**config.mk**
```make
export PLATFORM = sky130hd
export DESIGN_NAME = zmc2_dot_gen
export DESIGN_NICKNAME = d
export VERILOG_FILES = /design/src/rtl/zmc2_dot_gen.sv
export SDC_FILE = /design/constraint.sdc
export NUM_CORES = 1
export LEC_CHECK = 0
export CELL_PAD_IN_SITES_DETAIL_PLACEMENT = 1
export CELL_PAD_IN_SITES_GLOBAL_PLACEMENT = 1
export CORE_AREA = 2 2 89 91
export CTS_BUF_LIST = sky130_fd_sc_hd__clkbuf_2
export CTS_CLUSTER_SIZE = 20
export DETAILED_ROUTE_END_ITERATION = 7
export DIE_AREA = 0 0 91 93
export PLACE_DENSITY = 0.85
export SLEW_MARGIN = 20
export SYNTH_ARGS = -nofsm -noshare
export SYNTH_HDL_FRONTEND = slang
export SYNTH_SLANG_ARGS = --single-unit
```
**constraint.sdc**
```tcl
create_clock -name CLK_12M -period 8.45 [get_ports CLK_12M]
set_input_delay 0.845 -clock CLK_12M [delete_from_list [all_inputs] [get_ports CLK_12M]]
set_output_delay 0.845 -clock CLK_12M [all_outputs]
set_load 0.01 [all_outputs]
```
**src/rtl/zmc2_dot_gen.sv**
```systemverilog
// Planar sprite dot serialiser: captures a BPP x PIX planar word and emits two
// pixels per advance step onto the A/B line-buffer lanes, with a staged load slot.
module zmc2_dot_gen #(
    parameter int BPP = 4,
    parameter int PIX = 8
) (
    input  logic               CLK_12M,
    input  logic               nRESET,
    input  logic               LOAD,
    input  logic [BPP*PIX-1:0] CR,
    input  logic               H,
    input  logic               EVEN,
    input  logic               ADV,
    output logic [BPP-1:0]     GAD,
    output logic [BPP-1:0]     GBD,
    output logic               DOTA,
    output logic               DOTB,
    output logic               EMPTY,
    output logic               FULL,
    output logic               OVF
);

    localparam int WW    = BPP * PIX;
    localparam int STEPS = PIX / 2;
    localparam int SW    = (STEPS > 1) ? $clog2(STEPS) : 1;
    localparam logic [SW-1:0] LAST_STEP = SW'(STEPS - 1);

    logic          act_vld;
    logic          act_flip;
    logic [WW-1:0] act_word;
    logic [SW-1:0] step;
    logic          stg_vld;
    logic          stg_flip;
    logic [WW-1:0] stg_word;
    logic          ovf;

    logic          retire;
    logic          promote;
    logic          take_act;
    logic          take_stg;
    logic          drop;
    logic [BPP-1:0] first_p0;
    logic [BPP-1:0] second_p0;

    logic [BPP-1:0] pix_a_p1;
    logic [BPP-1:0] pix_b_p1;
    logic           dot_a_p1;
    logic           dot_b_p1;

    // Gathers one pixel from the planar word; n counts along the display order.
    function automatic logic [BPP-1:0] pix_at(input logic [WW-1:0] w, input logic f,
                                              input int n);
        logic [BPP-1:0] p;
        logic [WW-1:0]  sh;
        int             i;
        i = f ? (PIX - 1 - n) : n;
        p = '0;
        for (int b = 0; b < BPP; b++) begin
            sh   = w >> (b * PIX + i);
            p[b] = sh[0];
        end
        return p;
    endfunction

    // Stage p0: load arbitration and pixel pair selection
    always_comb begin
        retire    = ADV & act_vld & (step == LAST_STEP);
        promote   = retire & stg_vld;
        take_act  = LOAD & (~act_vld | (retire & ~stg_vld));
        take_stg  = LOAD & act_vld & (retire ? stg_vld : ~stg_vld);
        drop      = LOAD & act_vld & ~retire & stg_vld;
        first_p0  = pix_at(act_word, act_flip, 2 * int'(step));
        second_p0 = pix_at(act_word, act_flip, 2 * int'(step) + 1);
    end

    always_ff @(posedge CLK_12M or negedge nRESET) begin
        if (!nRESET) begin
            act_vld <= 1'b0;
            stg_vld <= 1'b0;
            step    <= '0;
            ovf     <= 1'b0;
        end else begin
            if (retire) begin
                act_vld <= stg_vld | LOAD;
                step    <= '0;
            end else if (!act_vld) begin
                act_vld <= LOAD;
                step    <= '0;
            end else if (ADV) begin
                step <= step + SW'(1);
            end

            if (take_stg) begin
                stg_vld <= 1'b1;
            end else if (promote) begin
                stg_vld <= 1'b0;
            end

            if (drop) begin
                ovf <= 1'b1;
            end
        end
    end

    // Word storage carries no reset; validity flags alone qualify it.
    always_ff @(posedge CLK_12M) begin
        if (promote) begin
            act_word <= stg_word;
            act_flip <= stg_flip;
        end else if (take_act) begin
            act_word <= CR;
            act_flip <= H;
        end
        if (take_stg) begin
            stg_word <= CR;
            stg_flip <= H;
        end
    end

    // Stage p1: registered lane outputs
    always_ff @(posedge CLK_12M or negedge nRESET) begin
        if (!nRESET) begin
            pix_a_p1 <= '0;
            pix_b_p1 <= '0;
            dot_a_p1 <= 1'b0;
            dot_b_p1 <= 1'b0;
        end else if (ADV) begin
            if (act_vld) begin
                pix_a_p1 <= EVEN ? first_p0 : second_p0;
                pix_b_p1 <= EVEN ? second_p0 : first_p0;
                dot_a_p1 <= (EVEN ? first_p0 : second_p0) != '0;
                dot_b_p1 <= (EVEN ? second_p0 : first_p0) != '0;
            end else begin
                pix_a_p1 <= '0;
                pix_b_p1 <= '0;
                dot_a_p1 <= 1'b0;
                dot_b_p1 <= 1'b0;
            end
        end
    end

    assign GAD   = pix_a_p1;
    assign GBD   = pix_b_p1;
    assign DOTA  = dot_a_p1;
    assign DOTB  = dot_b_p1;
    assign EMPTY = ~act_vld;
    assign FULL  = stg_vld;
    assign OVF   = ovf;

endmodule

```
==> metrics.txt <==
status complete, no violations; min-delay src OVF$_DFFE_PN0P_; Syn Nets 232; maximum clock path buffer count 2; YS warnings 0; Max VDD drop 0.000124 V; # fillers 716; library cells used by synthesis 26; WP buf/inv 3; Leakage 0.00153 µW; core area 0.00753 mm²; Crit Path Max Fanout 35; clk_skew 0.0281 ns; Post-CTS Setup Inserts 0; Startpoint Class flip-flop; critical path type reg -> reg; # rows 32; Slew headroom 41.6%; grt ovf 0; die width 91 µm; sequential cell fraction of total power 51.9%; CP Launch Point step[0]$_DFFE_PN0P_; Area Overhead vs Synth 19.0%; cts bufs inserted 9; RSZ-0062 raised after global routing no; Slew Viols, Final 0; worst r2r src step[0]$_DFFE_PN0P_; CTS Hold Bufs 0; clock network power share 16.9%; CP endpoint kind flip-flop; Mapped Area 0.00362 mm²; nets 285; fin crit share 34.6%; vias per cell 5.46; Int Pwr 815 µW; cts repair resizes 0; placer congestion estimate 0.795; Routed Antenna Nets 0; Crit-path slowest cell dfrtp_1; share of layout cells above drive strength 1 24.1%; antenna violations before repair 0; achievable frequency 0.342 GHz; Final setup viols 0; Root Driver clkbuf_2; worst hold slack 0.504 ns; vias in the first global route 2125; mean area per synthesized cell 19.0 µm²; Clock Sinks 81; commonest non-fill, non-tap cell in the layout edfxtp_1; first-pass GRT wire length 11.0 mm; Worst Path Arrival 3.09 ns; clk_lat worst skew 0.51 ns; Final Hold Viols 0; Req. time, crit path 8.62 ns; Routed WL 6.64 mm; sequential element share of the synthesized area 65.0%; Worst-path clk slew 0.21 ns; I/O Pins 51; Port Buf Inserts 50; leading cell types in the layout, fill and taps excluded edfxtp_1, clkdlybuf4s50_1, mux2_2, dfrtp_1, mux4_1; Yosys reg bits 81; Die H 93 µm; Setup TNS 0 ns; H-tree levels 3; cell family with most CP delay flip-flops; Cell Chain, Critical Path ha_1 -> nand3_1 -> inv_1 -> ha_1 -> buf_4 -> nand2b_1 -> buf_4; ant diodes 0; pwr dens 271 mW/mm²; Overall Global Routing Usage 17.0%; die area 0.00846 mm²; Max stage delay on crit path 0.96 ns; # DRC 0; largest net degree at the start of global routing 36; first drt pass iteration count 4; Starting Density 48.2%; MaxCap Viol Count 0; min cycle time layout 2.92 ns; routed len/inst 18.9 µm; Switching Fraction 30.4%; Logic pwr share 31.2%; Post-DP HPWL 4.66 mm; via count 1918; initial DRC count 113; CTS tree yes; Min-Delay Path Class reg -> reg; Post-Synthesis Cells 191; slew of the pin with the lowest slew margin 0.875 ns; Sw Pwr 355 µW
-- per-stage QoR --
stage | utilization (%) | instances | setup WS (ns) | cell area, µm² | power, µW
after floorplan | - | 191 | 5.42 | 3620 | 857
after global placement | 55.9 | 335 | 5.41 | 4210 | 959
after detailed placement | 55.9 | 335 | 5.29 | 4210 | 985
after CTS | 57.3 | 351 | 5.47 | 4310 | 1190
after global routing | 57.3 | 351 | 5.32 | 4310 | 1240
final | 57.3 | 351 | 5.53 | 4310 | 1170
-- area by class of cell --
type                    instances  area, µm²  area share, %
clock buffers                  10       50.0           1.16
repair buffers                 53        523           12.1
clock inverters                 6       58.8           1.36
flip-flops and latches         81       2360           54.6
multi-input cells              95       1180           27.4
well taps                     102        128           2.96
inverters                       4       15.0          0.348
-- sequential cells by signal, indices dropped and copies added, names as in the netlist --
name,cells
act_word,32
stg_word,32
GAD,4
GBD,4
step,2
DOTA,1
DOTB,1
FULL,1
OVF,1
act_flip,1
act_vld,1
stg_flip,1
-- Yosys cell counts --
cell | n | area, µm²
a21o_1 | 2 | 15.0
ha_1 | 3 | 37.5
buf_6 | 1 | 11.3
edfxtp_1 | 66 | 1980
o21ai_0 | 2 | 10.0
nor2_1 | 3 | 11.3
clkbuf_2 | 1 | 5.00
mux4_2 | 1 | 22.5
a21oi_1 | 1 | 5.00
buf_2 | 3 | 15.0
mux4_1 | 15 | 394
xnor2_1 | 1 | 8.76
nand2b_1 | 2 | 12.5
o21bai_1 | 1 | 7.51
mux2_2 | 41 | 462
mux2i_1 | 8 | 80.1
clkbuf_1 | 5 | 18.8
o2bb2ai_1 | 8 | 70.1
and3_1 | 1 | 6.26
dfrtp_1 | 15 | 375
nand2_1 | 2 | 7.51
a41o_1 | 1 | 10.0
nand3_1 | 1 | 5.00
a41oi_1 | 2 | 17.5
inv_1 | 4 | 15.0
buf_12 | 1 | 20.0
-- power groups by stage --
stage / Combinational (µW) / Clock, µW / Sequential [µW]
2_1_floorplan: 271 / 0 / 585
3_3_place_gp: 350 / 0 / 609
6_report: 365 / 198 / 608
4_1_cts: 371 / 205 / 609
3_5_place_dp: 366 / 0 / 619
5_1_grt: 398 / 221 / 619
-- logic make-up (layout without fill, tap and decap cells) --
logic type               Yosys count  count (layout)  synth area share (%)
flip-flops                        81              81                  65.0
multiplexers                      65              65                  26.4
AO/OA/AOI/OAI                     17              17                  3.73
buffers and inverters             15              73                  2.35
AND/OR/NAND/NOR                    9               9                  1.17
adder cells (fa/ha/maj)            3               3                  1.04
XOR/XNOR                           1               1                 0.242
-- worst paths after layout --
path / end / slack (ns) / cells after the start
worst min-delay path: OVF$_DFFE_PN0P_ / 0.50 / 1
worst max-delay path: act_word[15]$_DFFE_PP_ / 5.53 / 7
worst min register to register: OVF$_DFFE_PN0P_ / 0.50 / 1
min in group asynchronous: GAD[3]$_DFFE_PN0P_ / 0.69 / 1
worst max register to register: act_word[15]$_DFFE_PP_ / 5.53 / 7
max in group asynchronous: DOTA$_DFFE_PN0P_ / 7.31 / 1
-- worst reg2reg max path, cell delays in order (launching register included) --
cell and delay [ns]:
dfrtp_1 0.96, ha_1 0.30, nand3_1 0.12, inv_1 0.12, ha_1 0.16, buf_4 0.38
nand2b_1 0.17, buf_4 0.37
-- routing by layer --
layer,global-route usage [%],vias up,share of wire [%]
li1,-,886,-
met1,21.3,969,43
met2,29.1,50,51
met3,3.22,13,3.7
met4,7.70,0,2.2
met5,0,-,0
(Power assumes the default switching activity.)
